File: config.mk
export PLATFORM = sky130hd
export DESIGN_NAME = lsu_riscv
export DESIGN_NICKNAME = d
export VERILOG_FILES = /design/src/rtl/lsu_riscv_pkg.sv /design/src/rtl/lsu_load_align.sv /design/src/rtl/lsu_riscv.sv
export SDC_FILE = /design/constraint.sdc
export NUM_CORES = 1
export LEC_CHECK = 0
export BUFFER_PORTS_ARGS = -buffer_cell sky130_fd_sc_hd__buf_2
export CAP_MARGIN = 15
export CELL_PAD_IN_SITES_DETAIL_PLACEMENT = 0
export CELL_PAD_IN_SITES_GLOBAL_PLACEMENT = 1
export CORE_UTILIZATION = 22
export CTS_CLUSTER_DIAMETER = 150
export DETAILED_ROUTE_END_ITERATION = 8
export PLACE_DENSITY_LB_ADDON = 0.1
export SLEW_MARGIN = 30
export SYNTH_ARGS = -nofsm -noshare
export SYNTH_HDL_FRONTEND = slang
export SYNTH_SLANG_ARGS = --single-unit
File: constraint.sdc
create_clock -name clk_i -period 1.5 [get_ports clk_i]
set_input_delay 0.075 -clock clk_i [delete_from_list [all_inputs] [get_ports clk_i]]
set_output_delay 0.075 -clock clk_i [all_outputs]
set_load 0.01 [all_outputs]
File: src/rtl/lsu_riscv_pkg.sv
// lsu_riscv_pkg
//   Shared types and helpers for the load/store unit.
//   - lsu_state_t : IDLE (no access outstanding) / WAIT (one access outstanding)
//   - LDST_*      : access size codes used by the decoder (lsu_size_i)
//   - is_legal()  : size/direction legality (ignores alignment)
//   - be_calc()   : byte enables for a size and byte offset
//   - wdata_rep() : store data replicated across the byte lanes
package lsu_riscv_pkg;

  typedef enum logic {IDLE, WAIT} lsu_state_t;

  localparam logic [2:0] LDST_B  = 3'd0;
  localparam logic [2:0] LDST_H  = 3'd1;
  localparam logic [2:0] LDST_W  = 3'd2;
  localparam logic [2:0] LDST_BU = 3'd4;
  localparam logic [2:0] LDST_HU = 3'd5;

  // Unsigned sizes only make sense for loads, so a store with BU/HU is illegal.
  function automatic logic is_legal(input logic [2:0] size, input logic we);
    case (size)
      LDST_B, LDST_H, LDST_W: return 1'b1;
      LDST_BU, LDST_HU:       return ~we;
      default:                return 1'b0;
    endcase
  endfunction

  // A half always uses an aligned lane pair, so only offset bit 1 picks the pair.
  function automatic logic [3:0] be_calc(input logic [2:0] size, input logic [1:0] off);
    case (size)
      LDST_B, LDST_BU: return 4'b0001 << off;
      LDST_H, LDST_HU: return 4'b0011 << {off[1], 1'b0};
      LDST_W:          return 4'b1111;
      default:         return 4'b0000;
    endcase
  endfunction

  // Replicating the data lets memory pick whichever lane the enables select.
  function automatic logic [31:0] wdata_rep(input logic [2:0] size, input logic [31:0] data);
    case (size)
      LDST_B, LDST_BU: return {4{data[7:0]}};
      LDST_H, LDST_HU: return {2{data[15:0]}};
      LDST_W:          return data;
      default:         return 32'h0;
    endcase
  endfunction

endpackage

File: src/rtl/lsu_load_align.sv
// lsu_load_align
//   Combinational load steering: picks the addressed byte/half out of the
//   memory word and sign- or zero-extends it to 32 bits.
//   Ports:
//     rdata     in  32  word returned by data memory
//     offset    in  2   byte offset of the access (address bits [1:0])
//     size      in  3   LDST_* size code
//     load_data out 32  extended load value
module lsu_load_align
  import lsu_riscv_pkg::*;
(
  input  logic [31:0] rdata,
  input  logic [1:0]  offset,
  input  logic [2:0]  size,
  output logic [31:0] load_data
);

  logic [7:0]  byte_sel;
  logic [15:0] half_sel;

  // Lane selection follows the same offset rules as the byte enables, then
  // the size code decides between sign and zero extension.
  always_comb begin
    byte_sel = 8'(rdata >> {offset, 3'b000});
    half_sel = offset[1] ? rdata[31:16] : rdata[15:0];
    case (size)
      LDST_B:  load_data = {{24{byte_sel[7]}}, byte_sel};
      LDST_BU: load_data = {24'h0, byte_sel};
      LDST_H:  load_data = {{16{half_sel[15]}}, half_sel};
      LDST_HU: load_data = {16'h0, half_sel};
      LDST_W:  load_data = rdata;
      default: load_data = 32'h0;
    endcase
  end

endmodule

File: src/rtl/lsu_riscv.sv
// lsu_riscv
//   Load/store unit between the execute stage and the data memory. Turns one
//   core access into a single byte-enabled word request, stalls the core until
//   memory answers (or a timeout expires) and returns extended load data.
//   Optional feature: define LSU_MISALIGN_TRAP_EN to reject misaligned halves
//   and words with an error pulse instead of issuing them.
//   Ports:
//     clk_i, rst_n_i    clock, asynchronous active-low reset
//     lsu_req_i         core access request (held while stalled)
//     lsu_we_i          1 = store, 0 = load
//     lsu_size_i        LDST_* size code
//     lsu_addr_i        byte address
//     lsu_data_i        store data
//     lsu_stall_req_o   hold the core pipeline
//     lsu_data_o        extended load data, valid in the completion cycle
//     lsu_err_o         one-cycle error pulse (illegal, timeout, misaligned)
//     data_req_o        memory request pulse
//     data_we_o         memory write
//     data_be_o         byte enables
//     data_addr_o       word-aligned address
//     data_wdata_o      lane-replicated store data
//     data_rdata_i      memory read word
//     data_rvalid_i     read data / write acknowledge
module lsu_riscv
  import lsu_riscv_pkg::*;
#(
  parameter int MAX_WAIT = 255
) (
  input  logic        clk_i,
  input  logic        rst_n_i,
  input  logic        lsu_req_i,
  input  logic        lsu_we_i,
  input  logic [2:0]  lsu_size_i,
  input  logic [31:0] lsu_addr_i,
  input  logic [31:0] lsu_data_i,
  output logic        lsu_stall_req_o,
  output logic [31:0] lsu_data_o,
  output logic        lsu_err_o,
  output logic        data_req_o,
  output logic        data_we_o,
  output logic [3:0]  data_be_o,
  output logic [31:0] data_addr_o,
  output logic [31:0] data_wdata_o,
  input  logic [31:0] data_rdata_i,
  input  logic        data_rvalid_i
);

  localparam int CNT_W = $clog2(MAX_WAIT + 1);

  lsu_state_t       state;
  logic [CNT_W-1:0] wait_cnt;
  logic [2:0]       acc_size;
  logic [1:0]       acc_off;
  logic             acc_we;

  logic        access_ok;
  logic        idle_req;
  logic        issue;
  logic        reject;
  logic        in_wait;
  logic        done;
  logic        timeout;
  logic [31:0] load_data;

  // Decide whether the access presented in IDLE may go to memory.
  always_comb begin
    access_ok = is_legal(lsu_size_i, lsu_we_i);
`ifdef LSU_MISALIGN_TRAP_EN
    if ((lsu_size_i == LDST_H || lsu_size_i == LDST_HU) && lsu_addr_i[0])
      access_ok = 1'b0;
    if (lsu_size_i == LDST_W && lsu_addr_i[1:0] != 2'b00)
      access_ok = 1'b0;
`endif
  end

  // Event decode. Everything is gated by rst_n_i so every output reads 0
  // while reset is held, even if the core keeps lsu_req_i high. A response
  // arriving in the last allowed WAIT cycle still completes the access.
  always_comb begin
    idle_req = rst_n_i && (state == IDLE) && lsu_req_i;
    issue    = idle_req && access_ok;
    reject   = idle_req && !access_ok;
    in_wait  = rst_n_i && (state == WAIT);
    done     = in_wait && data_rvalid_i;
    timeout  = in_wait && !data_rvalid_i && (wait_cnt == CNT_W'(MAX_WAIT - 1));
  end

  // Load data steering uses the size/offset captured at issue time, since the
  // core may change its address bus while waiting.
  lsu_load_align u_load_align (
    .rdata     (data_rdata_i),
    .offset    (acc_off),
    .size      (acc_size),
    .load_data (load_data)
  );

  // Memory-side outputs only carry values in the issue cycle so the bus is
  // quiet whenever no request is presented.
  always_comb begin
    data_req_o   = issue;
    data_we_o    = issue && lsu_we_i;
    data_be_o    = issue ? be_calc(lsu_size_i, lsu_addr_i[1:0]) : 4'b0000;
    data_addr_o  = issue ? {lsu_addr_i[31:2], 2'b00} : 32'h0;
    data_wdata_o = (issue && lsu_we_i) ? wdata_rep(lsu_size_i, lsu_data_i) : 32'h0;
  end

  // Core-side outputs: stall from issue until the response (or timeout),
  // error on a rejected access or a timeout, load data only on completion.
  always_comb begin
    lsu_stall_req_o = issue || (in_wait && !data_rvalid_i && !timeout);
    lsu_err_o       = reject || timeout;
    lsu_data_o      = (done && !acc_we) ? load_data : 32'h0;
  end

  // Access FSM. A request seen in WAIT is the one already outstanding, so
  // only IDLE looks at lsu_req_i. Reset returns to IDLE, which also makes any
  // late response for an aborted access harmless.
  always_ff @(posedge clk_i or negedge rst_n_i) begin
    if (!rst_n_i) begin
      state    <= IDLE;
      wait_cnt <= '0;
      acc_size <= 3'd0;
      acc_off  <= 2'd0;
      acc_we   <= 1'b0;
    end else begin
      case (state)
        IDLE: begin
          wait_cnt <= '0;
          if (issue) begin
            state    <= WAIT;
            acc_size <= lsu_size_i;
            acc_off  <= lsu_addr_i[1:0];
            acc_we   <= lsu_we_i;
          end
        end
        WAIT: begin
          if (data_rvalid_i || timeout) begin
            state    <= IDLE;
            wait_cnt <= '0;
          end else begin
            wait_cnt <= wait_cnt + 1'b1;
          end
        end
        default: begin
          state    <= IDLE;
          wait_cnt <= '0;
        end
      endcase
    end
  end

endmodule

==> results of run 1 <==
[registers in the layout (all words and copies together) (netlist names)]
name,cells
wait_cnt,8
acc_off,2
acc_we,1
state,1
acc_size,3
[per-layer routing]
metal	vias to the layer above	GRT usage, %
met5	-	0
met4	0	2.01
met3	6	2.43
met2	137	34.6
met1	1607	22.5
li1	1706	-
[cell usage in the layout (no fill, tap or decap), types with 7 or more instances in the layout]
cell type / instances
a21oi_1: 18
a21oi_2: 32
a222oi_1: 7
and2_4: 30
buf_12: 8
buf_2: 163
buf_4: 34
buf_6: 63
buf_8: 9
dfrtp_1: 12
mux2_4: 13
mux2i_1: 9
nand2_1: 31
nand2b_1: 10
nand3_1: 12
nor2_1: 29
nor2_4: 7
o21ai_0: 12
[repair_timing]
action / CTS / global route
gates resized for setup: 144 / 108
cloned: 11 / 2
hold buffers: 1 / 0
hold endpoints to repair: 15 / 0
setup endpoints to repair: 96 / 107
buffers inserted: 24 / 10
pin swaps: 58 / 34
[per-stage QoR]
step / instance area [um^2] / hold slack [ns] / util, % / worst slack, ns
floorplan: 2400 / -0.221 / - / -0.0337
global placement: 3770 / 0.0323 / 36.7 / -0.328
detailed placement: 3770 / 0.0393 / 36.7 / -0.327
CTS: 4770 / 0.115 / 46.4 / -0.336
global route: 5200 / 0.0428 / 50.6 / -0.449
finish: 5200 / 0.0226 / 50.6 / -0.366
[area by class of cell]
type	count	area share, %
sequential	15	7.29
timing repair inverter	1	0.313
timing repair buffer	280	41.2
inverter	7	0.650
tap	136	3.27
clock buffer	4	0.867
multi-input combinational	290	46.4
[worst min path at each step]
stage               cells past startpoint     endpoint          start  slack, ns
floorplan                               0   acc_off[0]        rst_n_i      -0.22
global placement                        2  wait_cnt[6]        rst_n_i       0.03
detailed placement                      2  wait_cnt[6]        rst_n_i       0.04
CTS                                     2   acc_off[0]  lsu_addr_i[0]       0.11
global route                            3  wait_cnt[6]        rst_n_i       0.04
finish                                  3  wait_cnt[6]        rst_n_i       0.02
[worst reg2reg max path: cells and delay by family (launching register included)]
family	cells	cell delay, ns
and+or+nand+nor	2	0.41
buffers and inverters	3	0.31
muxes	1	0.28
DFF	1	0.39
[power by group]
part           internal, mW  leakage, nW  switching, mW
sequential            0.455        0.193         0.0590
clock                 0.188       0.0228          0.134
combinational          1.22         2.30           1.09
total                  1.87         2.52           1.28
[logic make-up after synthesis]
logic type / count (synthesis)
other cells: 1
fa+ha+maj: 2
buf+inv: 32
simple gates: 159
mux: 23
xor+xnor: 4
flops: 15
compound gates: 95
==> reports/metrics.csv, run 1 <==
stage;metric;value;unit
timing;rsz0062_at_grt;yes;
status;violations;negative setup slack;
logic_synthesis;yosysSeqAreaShare;16.2;%
critical_path;crit_start;acc_off[0];
clocking;clk_transition_reported_paths;0.06;ns
logic_synthesis;synth_area_leaders;dfrtp_1 (16%), a21oi_1 (11%), and2_1 (8.1%);
die;start_util;22.6;%
critical_path;rr_endpoint;acc_off[1];
cells_and_area;fin_cells;733;
critical_path;crit_fanout;7;
cells_and_area;final_nets;704;
logic_synthesis;synth_most_common_cell;a21oi_1;
logic_synthesis;ys_warn_count;0;
die;ioPinCount;208;
routing;first_pass_iters;4;
pwr;fin_total_pwr;3.15;mW
critical_path;cp_num_cells;5;
critical_path;worstReg2RegStart;state;
clocking;cts_sinks;15;
die;fp.dieW;105;um
critical_path;crit_buf_inv;1;
clocking;clk_path_buf_depth;2;
routing;drc;0;
place;dp_hpwl;7.46;mm
status;status;finished, violations left;
cells_and_area;num_antenna_cells;0;
grt;grt_pass1_vias;3299;
logic_synthesis;synthTopCellsByCount;a21oi_1 (51), nand2_1 (38), nor2_1 (36), and2_1 (30), dfrtp_1 (15);
clocking;clkLatencyLatePin;0.24;ns
clocking;cts-root-buf;clkbuf_8;
worst_hold_path;holdCritPathClass;primary input to async pin;
pwr;vdd_drop_max;0.347;mV
logic_synthesis;synth_fa_ha_area_share;1.08;%
logic_synthesis;synth_xor_area_share;1.51;%
timing;hold_viol;0;
critical_path;end_kind;output pin;
routing;wl_met2;5.75;mm
die;fp.dieArea;11000;um^2
logic_synthesis;synthesis.area;2320;um^2
logic_synthesis;yosysTopAreaCell;dfrtp_1;
timing;setup_viol;100;
critical_path;reg2reg_depth;6;
routing;ant_nets;0;
pwr;p_leak;2.52;nW
timing;setup_ws;-0.366;ns
logic_synthesis;synth_top_cell_area_share;16.2;%
clocking;cts_made_buffers;3;
critical_path;rrSetupSlack;0.01;ns
timing;clock-skew-final;0.00445;ns
clocking;cts_tree;yes;
cells_and_area;register_area;379;um^2
grt;grt_pass1_wl;16.5;mm
routing;wl_met1;4.50;mm
logic_synthesis;synth_top_family_by_area;simple AND/OR/NAND/NOR gates;
critical_path;arrival;1.79;ns
pwr;p_per_area;606;nW/um^2
logic_synthesis;avgSynthCellArea;7.02;um^2
routing;drt-total-wl;10.9;mm
critical_path;timing.critical_path.to;lsu_data_o[24];
grt;grt_overflow;0;
routing;routedWlPerCell;14.9;um
grt;track_usage;18.3;%
timing;post-route-min-period;1.87;ns
logic_synthesis;yosysUniqueCellTypes;50;
routing;drt-initial-drc-count;151;
timing;period_share;124;%
logic_synthesis;synth-main-ff-cell;dfrtp_1;
cells_and_area;layout-drive-gt1-share;72.2;%
cells_and_area;multiInputGateArea;2410;um^2
critical_path;path_cells;mux2_4 -> a22oi_2 -> and2b_4 -> a21oi_2 -> buf_2;
critical_path;critPathTopFamily;flip-flops;
routing;dr_wl_met3;618;um
logic_synthesis;async_reset_ff_share;100;%
critical_path;criticalPathCategory;register to output pin;
place;numPortBuffers;205;
routing;top_layer_used;met4;
logic_synthesis;synth_edf_count;0;
logic_synthesis;synth-simple-area-share;35.4;%
critical_path;critPathMaxStageDelay;0.45;ns
die;dieHeight;105;um
timing;maxSlewViolCount;0;
logic_synthesis;synthCells;331;
cells_and_area;area_growth;124;%
routing;vias;3456;
die;row_count;37;
run;drv_cap;0;
cells_and_area;fill_cells;1031;
die;core;10300;um^2
grt;grt_start_max_net_pins;42;
clocking;htreeDepth;1;
logic_synthesis;synth-compound-area-share;26.8;%
timing;fmax;536;MHz
critical_path;crit_slowest_cell;dfrtp_2;
place;placedCellCount;688;
critical_path;start_kind;register;
timing;fin_tns_setup;-22.35;ns
routing;vias_per_cell;4.71;
logic_synthesis;ys_ff_latch;15;
place;gp_congestion;0.757;
logic_synthesis;synthMuxAreaShare;10.6;%
critical_path;cp.required;1.42;ns
grt;antenna_found_initial;0;
No activity file was read; power rests on OpenSTA's default activity.
==> inputs of run 2 (changes only) <==
--- a/constraint.sdc
+++ b/constraint.sdc
@@ -3,2 +3,2 @@
 set_output_delay 0.075 -clock clk_i [all_outputs]
-set_load 0.01 [all_outputs]
+set_load 0.02 [all_outputs]
==> run 2 against run 1 <==
Compared with the run above: the flow still finishes with violations (negative setup slack); maximum frequency is 2.3% lower; worst setup slack got worse by 0.044 ns; flip-flop and latch count unchanged; hold slack worse by 0.0031 ns; critical path type unchanged; largest cell class unchanged.
==> reports/metrics.csv, run 2 (same netlist as run 1, synthesis figures left out) <==
stage;metric;value;unit
cells_and_area;reg_top3;wait_cnt: 8 flops, acc_size: 3 flops, acc_off: 2 flops;
clocking;cts_sinks;15;
critical_path;arrival;1.84;ns
pwr;sw_frac_of_total;42.4;%
critical_path;criticalPathCategory;register to output pin;
die;start_util;22.6;%
timing;hold_viol;0;
routing;drt-total-wl;11.1;mm
grt;grt_pass1_vias;3447;
timing;maxSlewViolCount;0;
status;status;finished, violations left;
cells_and_area;largest_reg_flops;8;
cells_and_area;layout-drive-gt1-share;73.4;%
grt;grt_start_max_net_pins;42;
clocking;cts_tree;yes;
cells_and_area;num_antenna_cells;0;
die;dieHeight;105;um
timing;setup_viol;98;
pwr;p_comb_share;74.7;%
routing;routedWlPerCell;15.0;um
place;dp_hpwl;7.60;mm
grt;antenna_found_initial;0;
cells_and_area;final_common_cell;buf_2;
place;numPortBuffers;205;
clocking;cts_made_buffers;3;
cells_and_area;post-route-util;54.5;%
cells_and_area;final_nets;709;
clocking;cts-root-buf;clkbuf_8;
cells_and_area;area_growth;141;%
critical_path;cp.required;1.42;ns
place;gp_congestion;0.754;
pwr;power.clock.fraction;9.7;%
pwr;p_leak;2.49;nW
cells_and_area;top_register;wait_cnt;
timing;rsz0062_at_grt;yes;
place;placedCellCount;701;
timing;setup_ws;-0.411;ns
die;fp.dieArea;11000;um^2
status;violations;negative setup slack;
clocking;clk_transition_reported_paths;0.06;ns
routing;drt-initial-drc-count;104;
worst_hold_path;holdCritPathClass;primary input to async pin;
die;core;10300;um^2
pwr;p_int;1.92;mW
clocking;clk_path_buf_depth;2;
grt;grt_overflow;0;
cells_and_area;fin_cells;738;
die;row_count;37;
routing;ant_nets;0;
cells_and_area;fill_cells;995;
clocking;clkLatencyLatePin;0.24;ns
pwr;vdd_drop_max;0.462;mV
run;drv_cap;0;
die;ioPinCount;208;
pwr;seqPwrFrac;15.6;%
timing;period_share;127;%
pwr;p_switching;1.41;mW
cells_and_area;mostFrequentLayoutCells;buf_2 (107), buf_6 (92), buf_4 (73), nand2_1 (33), and2_4 (30);
routing;drc;0;
grt;grt_pass1_wl;16.9;mm
timing;clock-skew-final;0.00169;ns
grt;track_usage;18.6;%
pwr;fin_total_pwr;3.33;mW
routing;vias;3490;
critical_path;start_kind;register;
timing;post-route-min-period;1.91;ns
pwr;p_per_area;593;nW/um^2
routing;vias_per_cell;4.73;
routing;first_pass_iters;5;
timing;fmax;523;MHz
critical_path;crit_fanout;6;
die;fp.dieW;105;um
critical_path;end_kind;output pin;
clocking;htreeDepth;1;
[run 2: routing by layer]
metal  wire length (um)  track usage, %  up-vias
li1                   -               -     1722
met1               4420            22.4     1615
met2               5880            35.4      145
met3                683            2.93        8
met4                 87            2.11        0
met5                  0               0        -
[run 2: worst paths after layout]
path / depth (start not counted) / slack [ns] / end / start
max: 7 / -0.41 / lsu_data_o[19] / acc_off[1]
min: 3 / 0.02 / acc_off[1] / rst_n_i
max reg2reg: 7 / -0.09 / acc_off[0] / state
min reg2reg: 2 / 0.52 / acc_we / acc_we
max in group asynchronous: 4 / 0.83 / wait_cnt[1] / rst_n_i
min in group clk_i: 2 / 0.10 / acc_size[2] / lsu_size_i[2]
[run 2: power groups by stage]
stage | registers (mW) | logic (mW) | clock network [mW]
3_3_place_gp | 0.509 | 1.77 | 0
2_1_floorplan | 0.488 | 1.17 | 0
5_1_grt | 0.528 | 2.63 | 0.362
3_5_place_dp | 0.516 | 1.79 | 0
6_report | 0.519 | 2.48 | 0.324
4_1_cts | 0.511 | 2.25 | 0.340
[run 2: repair_timing]
action,4_1_cts,5_1_grt
gates resized for setup,252,82
setup buffers,19,9
cloned,6,2
hold buffers,1,1
endpoints found under the setup margin,99,107
hold endpoints to repair,15,2
pin swaps,51,24
[run 2: worst max-delay path, cell delays in order (launching register included)]
cell       delay (ns)
dfrtp_1          0.41
buf_4            0.19
mux2i_4          0.25
nor2_4           0.04
and2b_4          0.31
clkbuf_16        0.19
a21oi_4          0.05
buf_2            0.15
[run 2: through the flow]
step / setup slack, ns / hold slack (ns) / instance area [um^2] / TNS (ns)
floorplan: -0.125 / -0.221 / 2630 / -2.16
global placement: -0.470 / 0.0408 / 4060 / -8.84
detailed placement: -0.258 / 0.0519 / 4060 / -7.93
CTS: -0.403 / 0.106 / 5200 / -20.51
global route: -0.470 / 0.0355 / 5610 / -26.80
finish: -0.411 / 0.0195 / 5610 / -19.79
[run 2: area by class of cell]
| class | instances | area (um^2) | share of cell area (%) |
|---|---|---|---|
| Clock buffer | 4 | 45.0 | 0.804 |
| Inverter | 7 | 33.8 | 0.603 |
| Multi-Input combinational cell | 288 | 2540 | 45.4 |
| Sequential cell | 15 | 379 | 6.76 |
| Tap cell | 136 | 170 | 3.04 |
| Timing Repair Buffer | 288 | 2430 | 43.4 |
